==> config.mk <==
export PLATFORM = sky130hd
export DESIGN_NAME = plab4_net_router_input_unit_tp
export DESIGN_NICKNAME = d
export VERILOG_FILES = /design/src/rtl/plab4_net_router_input_unit_tp_pkg.sv /design/src/rtl/plab4_net_router_route_calc.sv /design/src/rtl/plab4_net_router_input_unit_tp.sv
export SDC_FILE = /design/constraint.sdc
export NUM_CORES = 1
export LEC_CHECK = 0
export ABC_AREA = 1
export CORE_MARGIN = 2
export CORE_UTILIZATION = 60
export CTS_BUF_LIST = sky130_fd_sc_hd__clkbuf_16
export CTS_CLUSTER_DIAMETER = 30
export DETAILED_ROUTE_END_ITERATION = 6
export DONT_BUFFER_PORTS = 1
export GPL_TIMING_DRIVEN = 0
export PLACE_DENSITY_LB_ADDON = 0.15
export SYNTH_ARGS = -nofsm -noshare
export SYNTH_HDL_FRONTEND = slang
export SYNTH_SLANG_ARGS = --single-unit
==> constraint.sdc <==
create_clock -name clk -period 3.2 [get_ports clk]
set_input_delay 0.32 -clock clk [delete_from_list [all_inputs] [get_ports clk]]
set_output_delay 0.32 -clock clk [all_outputs]
set_load 0.01 [all_outputs]
==> src/rtl/plab4_net_router_input_unit_tp_pkg.sv <==
// plab4_net_router_input_unit_tp_pkg: ring port indices and message field positions
package plab4_net_router_input_unit_tp_pkg;
    localparam int WEST = 0;
    localparam int TERM = 1;
    localparam int EAST = 2;

    function automatic int dest_msb(input int msg_nbits);
        return msg_nbits - 1;
    endfunction

    function automatic int tag_pos(input int msg_nbits, input int num_routers);
        return msg_nbits - 1 - $clog2(num_routers);
    endfunction
endpackage

==> src/rtl/plab4_net_router_route_calc.sv <==
// plab4_net_router_route_calc: one-hot shortest-path route, ties at half the ring go east
module plab4_net_router_route_calc
    import plab4_net_router_input_unit_tp_pkg::*;
#(
    parameter int p_router_id   = 0,
    parameter int p_num_routers = 8
) (
    input  logic [$clog2(p_num_routers)-1:0] dest,
    output logic [2:0]                       reqs
);
    localparam int c_dest_nbits = $clog2(p_num_routers);
    localparam logic [c_dest_nbits-1:0] c_id   = c_dest_nbits'(p_router_id);
    localparam logic [c_dest_nbits-1:0] c_half = c_dest_nbits'(p_num_routers / 2);

    logic [c_dest_nbits-1:0] d;

    // power-of-two ring size makes the subtraction wrap modulo the ring
    assign d    = dest - c_id;
    assign reqs = 3'b001 << ((d == '0) ? TERM : (d <= c_half) ? EAST : WEST);
endmodule

==> src/rtl/plab4_net_router_input_unit_tp.sv <==
// plab4_net_router_input_unit_tp: input FIFO with route request and cross-domain drop filter
module plab4_net_router_input_unit_tp
    import plab4_net_router_input_unit_tp_pkg::*;
#(
    parameter int   p_router_id   = 0,
    parameter int   p_num_routers = 8,
    parameter int   p_msg_nbits   = 32,
    parameter int   p_num_entries = 2,
    parameter logic domain        = 1'b0
) (
    input  logic                   clk,
    input  logic                   reset,
    input  logic                   in_val,
    output logic                   in_rdy,
    input  logic [p_msg_nbits-1:0] in_msg,
    output logic [2:0]             reqs,
    input  logic [2:0]             grants,
    output logic [p_msg_nbits-1:0] out_msg,
    output logic [7:0]             drop_count
);
    localparam int c_dest_nbits = $clog2(p_num_routers);
    localparam int c_ptr_nbits  = $clog2(p_num_entries);
    localparam int c_cnt_nbits  = $clog2(p_num_entries + 1);
    localparam int c_tag_pos    = tag_pos(p_msg_nbits, p_num_routers);
    localparam logic [c_ptr_nbits-1:0] c_last = c_ptr_nbits'(p_num_entries - 1);
    localparam logic [c_cnt_nbits-1:0] c_full = c_cnt_nbits'(p_num_entries);

    logic [p_msg_nbits-1:0] mem [p_num_entries];
    logic [c_ptr_nbits-1:0] head, tail;
    logic [c_cnt_nbits-1:0] count;
    logic [2:0]             route;
    logic                   empty, xfer, drop, wr, deq;

    assign empty   = count == '0;
    assign in_rdy  = count != c_full;
    assign xfer    = in_val && in_rdy;
    assign drop    = xfer && (in_msg[c_tag_pos] != domain);
    assign wr      = xfer && !drop;
    assign out_msg = empty ? '0 : mem[head];
    assign reqs    = empty ? 3'b000 : route;
    assign deq     = |(reqs & grants);

    plab4_net_router_route_calc #(
        .p_router_id   (p_router_id),
        .p_num_routers (p_num_routers)
    ) route_calc (
        .dest (out_msg[dest_msb(p_msg_nbits) -: c_dest_nbits]),
        .reqs (route)
    );

    always_ff @(posedge clk or posedge reset) begin
        if (reset) begin
            head       <= '0;
            tail       <= '0;
            count      <= '0;
            drop_count <= '0;
        end else begin
            if (wr) tail <= (tail == c_last) ? '0 : tail + 1'b1;
            if (deq) head <= (head == c_last) ? '0 : head + 1'b1;
            if (wr != deq) count <= wr ? count + 1'b1 : count - 1'b1;
            if (drop && drop_count != 8'hff) drop_count <= drop_count + 1'b1;
        end
    end

    // storage needs no reset: out_msg is masked while the FIFO is empty
    always_ff @(posedge clk)
        if (wr) mem[tail] <= in_msg;
endmodule

==> impl_metrics.toml, run 1 <==
[outcome]
outcome = "finished clean"

[die]
num_io_pins = 82
start_util_pct = 61.8
die_x_um = 76.6
placementRows = 26
chipHeight_um = 76.6
dieArea_sq_um = 5860
core_sq_um = 5110

[clock_network]
clock_latency_ns = 0.32
cts_root_buf = "clkbuf_16"
cts_tree = "built"
path_clk_slew_ns = 0.06
postCtsSetupBuffers = 0
cts_buffers = 9
clkSinkCount = 76
h-tree-depth = 3
cts_buffer_depth = 2

[power_and_ir_drop]
ir_drop_uv = 763
clock_power_share_pct = 30.9
p_sw_share_pct = 35.1
comb_power_share_pct = 31.5
internal_power_mw = 2.32
power_leakage_nw = 1.48
p_total_mw = 3.57
powerDensity_nw_per_um2 = 977
p_switching_mw = 1.25
pwr-share-seq_pct = 37.6

[synthesis]
synth_top_area_cell = "edfxtp_1"
syn_area_sq_um = 3160
synth_cell_types = 24
yosysWarnings = 0
synthTopCellsByArea = "edfxtp_1 (61%), nand2_1 (10%), dfrtp_1 (9.5%), a21oi_1 (4.9%), inv_1 (2.4%)"
yosysMostFrequentCell = "nand2_1"
syn_nets = 312
syn_area_per_cell_sq_um = 11.7
ys_top_cells_by_count = "nand2_1 (88), edfxtp_1 (64), a21oi_1 (31)"
synthArstFlopShare_pct = 15.8
ys_ff_latch = 76
netlist_instances = 271
synth_edf_count = 64
yosys_most_used_dff = "edfxtp_1"
yosysSeqAreaShare_pct = 70.4
yosysTopAreaCellShare_pct = 60.9

[run]
maxCapViolations = 0

[route]
vias_per_cell = 5.17
drt_wl_total_um = 5500
route.detailed.drc = 0
wl_per_cell_um = 15.3
drt_first_pass_iters = 4
antenna_left = 0
vias = 1861
drt_iter0_markers = 134

[critical_path]
startpoint_type = "flop"
path_buf_inv = 5
cp.required_ns = 2.88
worst-endpoint-arrival_ns = 2.24
critical_path_class = "reg2out"
worstPathCellList = "buf_2 > inv_2 > buf_4 > nor2_1 > nor3_2 > inv_1 > ha_1 > inv_1 > nor2_1"
endpoint_kind = "output port"
path_delay_family = "simple AND/OR/NAND/NOR gates"
critPathSlowestCell = "nor3_2"
max_stage_delay_ns = 0.37
worstPathMaxFanout = 10

[placement]
dpl.hpwl_um = 3710
postPlaceCellArea_sq_um = 3310
place_ws_ns = 0.953
gp_congestion = 0.780
port_buffers = 0
dp_cells = 343

[timing]
max_freq_mhz = 390
final_hold_viol_count = 0
final_max_slew_viol_count = 0
slew_headroom_pct = 68.5
rsz0062_at_grt = "no"
worstMarginPinSlew_ns = 0.473
setup_violations = 0
period_minus_slack_ns = 2.56
fin_crit_sh_pct = 80.0
layout_setup_ws_ns = 0.639
finClkSkew_ns = 0.00518

[finish]
stdcell_count = 360
fin_util_pct = 71.5
area_growth_pct = 15.6
layout.nets = 326
drive_gt1_share_pct = 13.8
post-route-cell-area_sq_um = 3650
diodes = 0

[global_routing]
grt_pass1_wl_um = 8580
grt_max_degree = 27
gr-usage-all-layers_pct = 19.5
grt_overflow_total = 0
antenna_found_initial = 0
grt_pass1_vias = 1787

[worst_hold_path]
holdCritPathClass = "in2reg"
==> cell type report <==
class / count / area (sq um)
plain buffers: 10 / 52.6
clock buffers: 9 / 225
clock inverters: 7 / 109
fillers: 367 / 1460
inverters: 23 / 88.8
multi-input cells: 162 / 810
flip-flops and latches: 76 / 2220
well taps: 70 / 87.6
repair buffers: 3 / 57.6
==> layout by cell type (no fill, tap or decap), types with 3 or more instances in the layout <==
| cell type | instances |
|---|---|
| a21oi_1 | 31 |
| buf_2 | 9 |
| bufinv_16 | 3 |
| clkbuf_16 | 9 |
| dfrtp_1 | 12 |
| edfxtp_1 | 64 |
| ha_1 | 3 |
| inv_1 | 23 |
| nand2_1 | 88 |
| nand3_1 | 8 |
| nor2_1 | 7 |
| nor2_4 | 4 |
| xor2_1 | 6 |
==> registers in the layout, summed over array words and instances (netlist names) <==
register	count
tail	1
mem	64
drop_count	8
head	1
count	2
==> metal layers <==
metal / part of all wire [%] / track usage (%) / vias up
met4: 1.6 / 9.09 / 0
met3: 6.5 / 6.64 / 9
met5: 0 / 0 / -
met2: 51 / 31.7 / 56
li1: - / - / 945
met1: 41 / 23.8 / 851
==> logic make-up (layout without fill, tap and decap cells) <==
kind of cell	Yosys count	in the layout	share of synthesized area, %
simple gates	116	116	16.0
flops	76	76	70.4
compound gates	35	35	5.78
buf+inv	33	52	4.48
xor+xnor	8	8	2.22
fa+ha+maj	3	3	1.19
==> final timing paths <==
kind | start | to | slack [ns] | cells past startpoint
hold / removal | in_msg[27] | mem[1][27] | 0.09 | 0
setup / recovery | head | reqs[2] | 0.64 | 9
hold reg to reg | count[1] | count[1] | 0.53 | 2
max in group asynchronous | reset | drop_count[2] | 2.41 | 2
setup reg to reg | head | count[1] | 0.95 | 13
min in group asynchronous | reset | drop_count[3] | 0.46 | 2
==> power groups by stage <==
stage               sequential [mW]  clock (mW)  combinational, mW
finish                         1.34        1.10               1.12
CTS                            1.34        1.12               1.14
global route                   1.36        1.16               1.25
detailed placement             1.36           0               1.13
floorplan                      1.34           0              0.867
global placement               1.36           0               1.08
==> repair_timing <==
item                                   in CTS  in global routing
gates resized for setup                     0                  0
endpoints found under the hold margin      12                  0
hold buffers                                1                  0
==> per-stage QoR <==
step | setup TNS [ns] | hold WS [ns]
after floorplan | 0 | 0.185
after global placement | -5.29 | 0.244
after detailed placement | 0 | 0.257
after CTS | 0 | 0.0840
after global routing | 0 | 0.0752
final | 0 | 0.0902
Power figures use the tool's default switching activity.
==> inputs of run 2 (changes only) <==
- clock period: 3.2 -> 2.6 ns (I/O delays scaled with it)
==> impl_metrics.toml, run 2 (synthesized netlist as in run 1, its figures left out) <==
[timing]
fin_tns_setup_ns = 0
max_freq_mhz = 413
setup_violations = 0
final_max_slew_viol_count = 0
period_minus_slack_ns = 2.42
rsz0062_at_grt = "no"
slew_headroom_pct = 68.5
finClkSkew_ns = 0.00518
fin_crit_sh_pct = 93.1
worstMarginPinSlew_ns = 0.473
whs_ns = 0.0302
final_hold_viol_count = 0

[finish]
final_common_cell = "nand2_1"
layout.nets = 326
final_cell_mix = "nand2_1 (88), edfxtp_1 (64), a21oi_1 (31)"
post-route-cell-area_sq_um = 3660
nFillCells = 366
top_register = "mem"
largestRegisters = "mem (64), drop_count (8), count (2)"
drive_gt1_share_pct = 13.8
largest_reg_flops = 64
fin_util_pct = 71.6
diodes = 0
area_growth_pct = 15.8

[critical_path]
startpoint_type = "flop"
r2r_start = "head"
worst-endpoint-arrival_ns = 2.16
endpoint_kind = "output port"
worstPathMaxFanout = 10
worstReg2RegEnd = "count[1]"
critical_path_class = "reg2out"
reg2reg_setup_slack_ns = 0.43
crit_path_end = "reqs[2]"
reg2reg_depth = 13
cp.required_ns = 2.34
startpoint = "head"

[clock_network]
cts_buffers = 9
path_clk_slew_ns = 0.06
cts_tree = "built"
clkSinkCount = 76
cts_buffer_depth = 2
clock_latency_ns = 0.32
h-tree-depth = 3
cts_root_buf = "clkbuf_16"

[route]
drt_first_pass_iters = 4
antenna_left = 0
dr_wl_met2_um = 2790
route.detailed.drc = 0
drt_wl_total_um = 5510
wl_met3_um = 359
vias_per_cell = 5.16
top_layer = "met4"
wl_per_cell_um = 15.3
vias = 1859
drt_iter0_markers = 135
wl_met1_um = 2270

[global_routing]
grt_pass1_wl_um = 8580
grt_pass1_vias = 1787
grt_overflow_total = 0
grt_max_degree = 27
antenna_found_initial = 0
gr-usage-all-layers_pct = 19.5

[worst_hold_path]
min_from = "in_msg[27]"
holdCritPathClass = "in2reg"

[die]
num_io_pins = 82
die_x_um = 76.6
start_util_pct = 61.8
dieArea_sq_um = 5860
core_sq_um = 5110
placementRows = 26
chipHeight_um = 76.6

[run]
maxCapViolations = 0

[power_and_ir_drop]
powerDensity_nw_per_um2 = 1200
power_leakage_nw = 1.48
p_total_mw = 4.40
ir_drop_uv = 939

[placement]
port_buffers = 0
dpl.hpwl_um = 3710
gp_congestion = 0.780
postPlaceCellArea_sq_um = 3310

[outcome]
outcome = "finished clean"
-- run 2: final cells by class --
type                            instances  area [sq um]  area share [%]
Multi-Input combinational cell        162           816            22.3
Clock buffer                            9           225            6.16
Sequential cell                        76          2220            60.7
Timing Repair Buffer                    3          57.6            1.57
Tap cell                               70          87.6            2.39
Clock inverter                          7           109            2.98
Inverter                               23          88.8            2.43
Buffer                                 10          52.6            1.44
-- run 2: how the worst min path moves through the flow --
stage	to	slack (ns)	cells after the start
2_1_floorplan	count[0]	0.12	1
3_3_place_gp	drop_count[1]	0.18	1
3_5_place_dp	drop_count[1]	0.20	1
4_1_cts	mem[0][26]	0.02	0
5_1_grt	mem[0][3]	0.02	0
6_report	mem[1][27]	0.03	0
-- run 2: through the flow --
step	setup WS [ns]	std cells
global placement	-0.688	341
finish	0.180	360
detailed placement	0.353	343
floorplan	0.127	271
CTS	0.0936	360
global route	0.0522	360
-- run 2: metal layers --
metal  track usage (%)  vias to the layer above
met5                 0                        -
met4              9.09                        0
met3              6.64                        9
met2              31.7                       54
met1              23.8                      851
li1                  -                      945
-- run 2: power by group --
part	internal (mW)	switching [mW]	total, mW
Combinational	0.394	0.999	1.39
Sequential	1.54	0.113	1.65
Clock	0.926	0.432	1.36
Total	2.86	1.55	4.40
-- run 2: worst max-delay path, stage by stage, from the launching register on --
cell	delay [ns]
dfrtp_1	0.36
buf_2	0.16
inv_2	0.09
buf_4	0.18
nor2_1	0.08
nor3_4	0.29
inv_1	0.08
ha_1	0.32
inv_1	0.05
nor2_1	0.24
-- run 2: what timing repair did --
action / in CTS / in global routing
resized for setup: 0 / 1
hold buffers: 1 / 0
setup endpoints to repair: 0 / 1
hold endpoints to repair: 12 / 0
setup buffers: 0 / 0
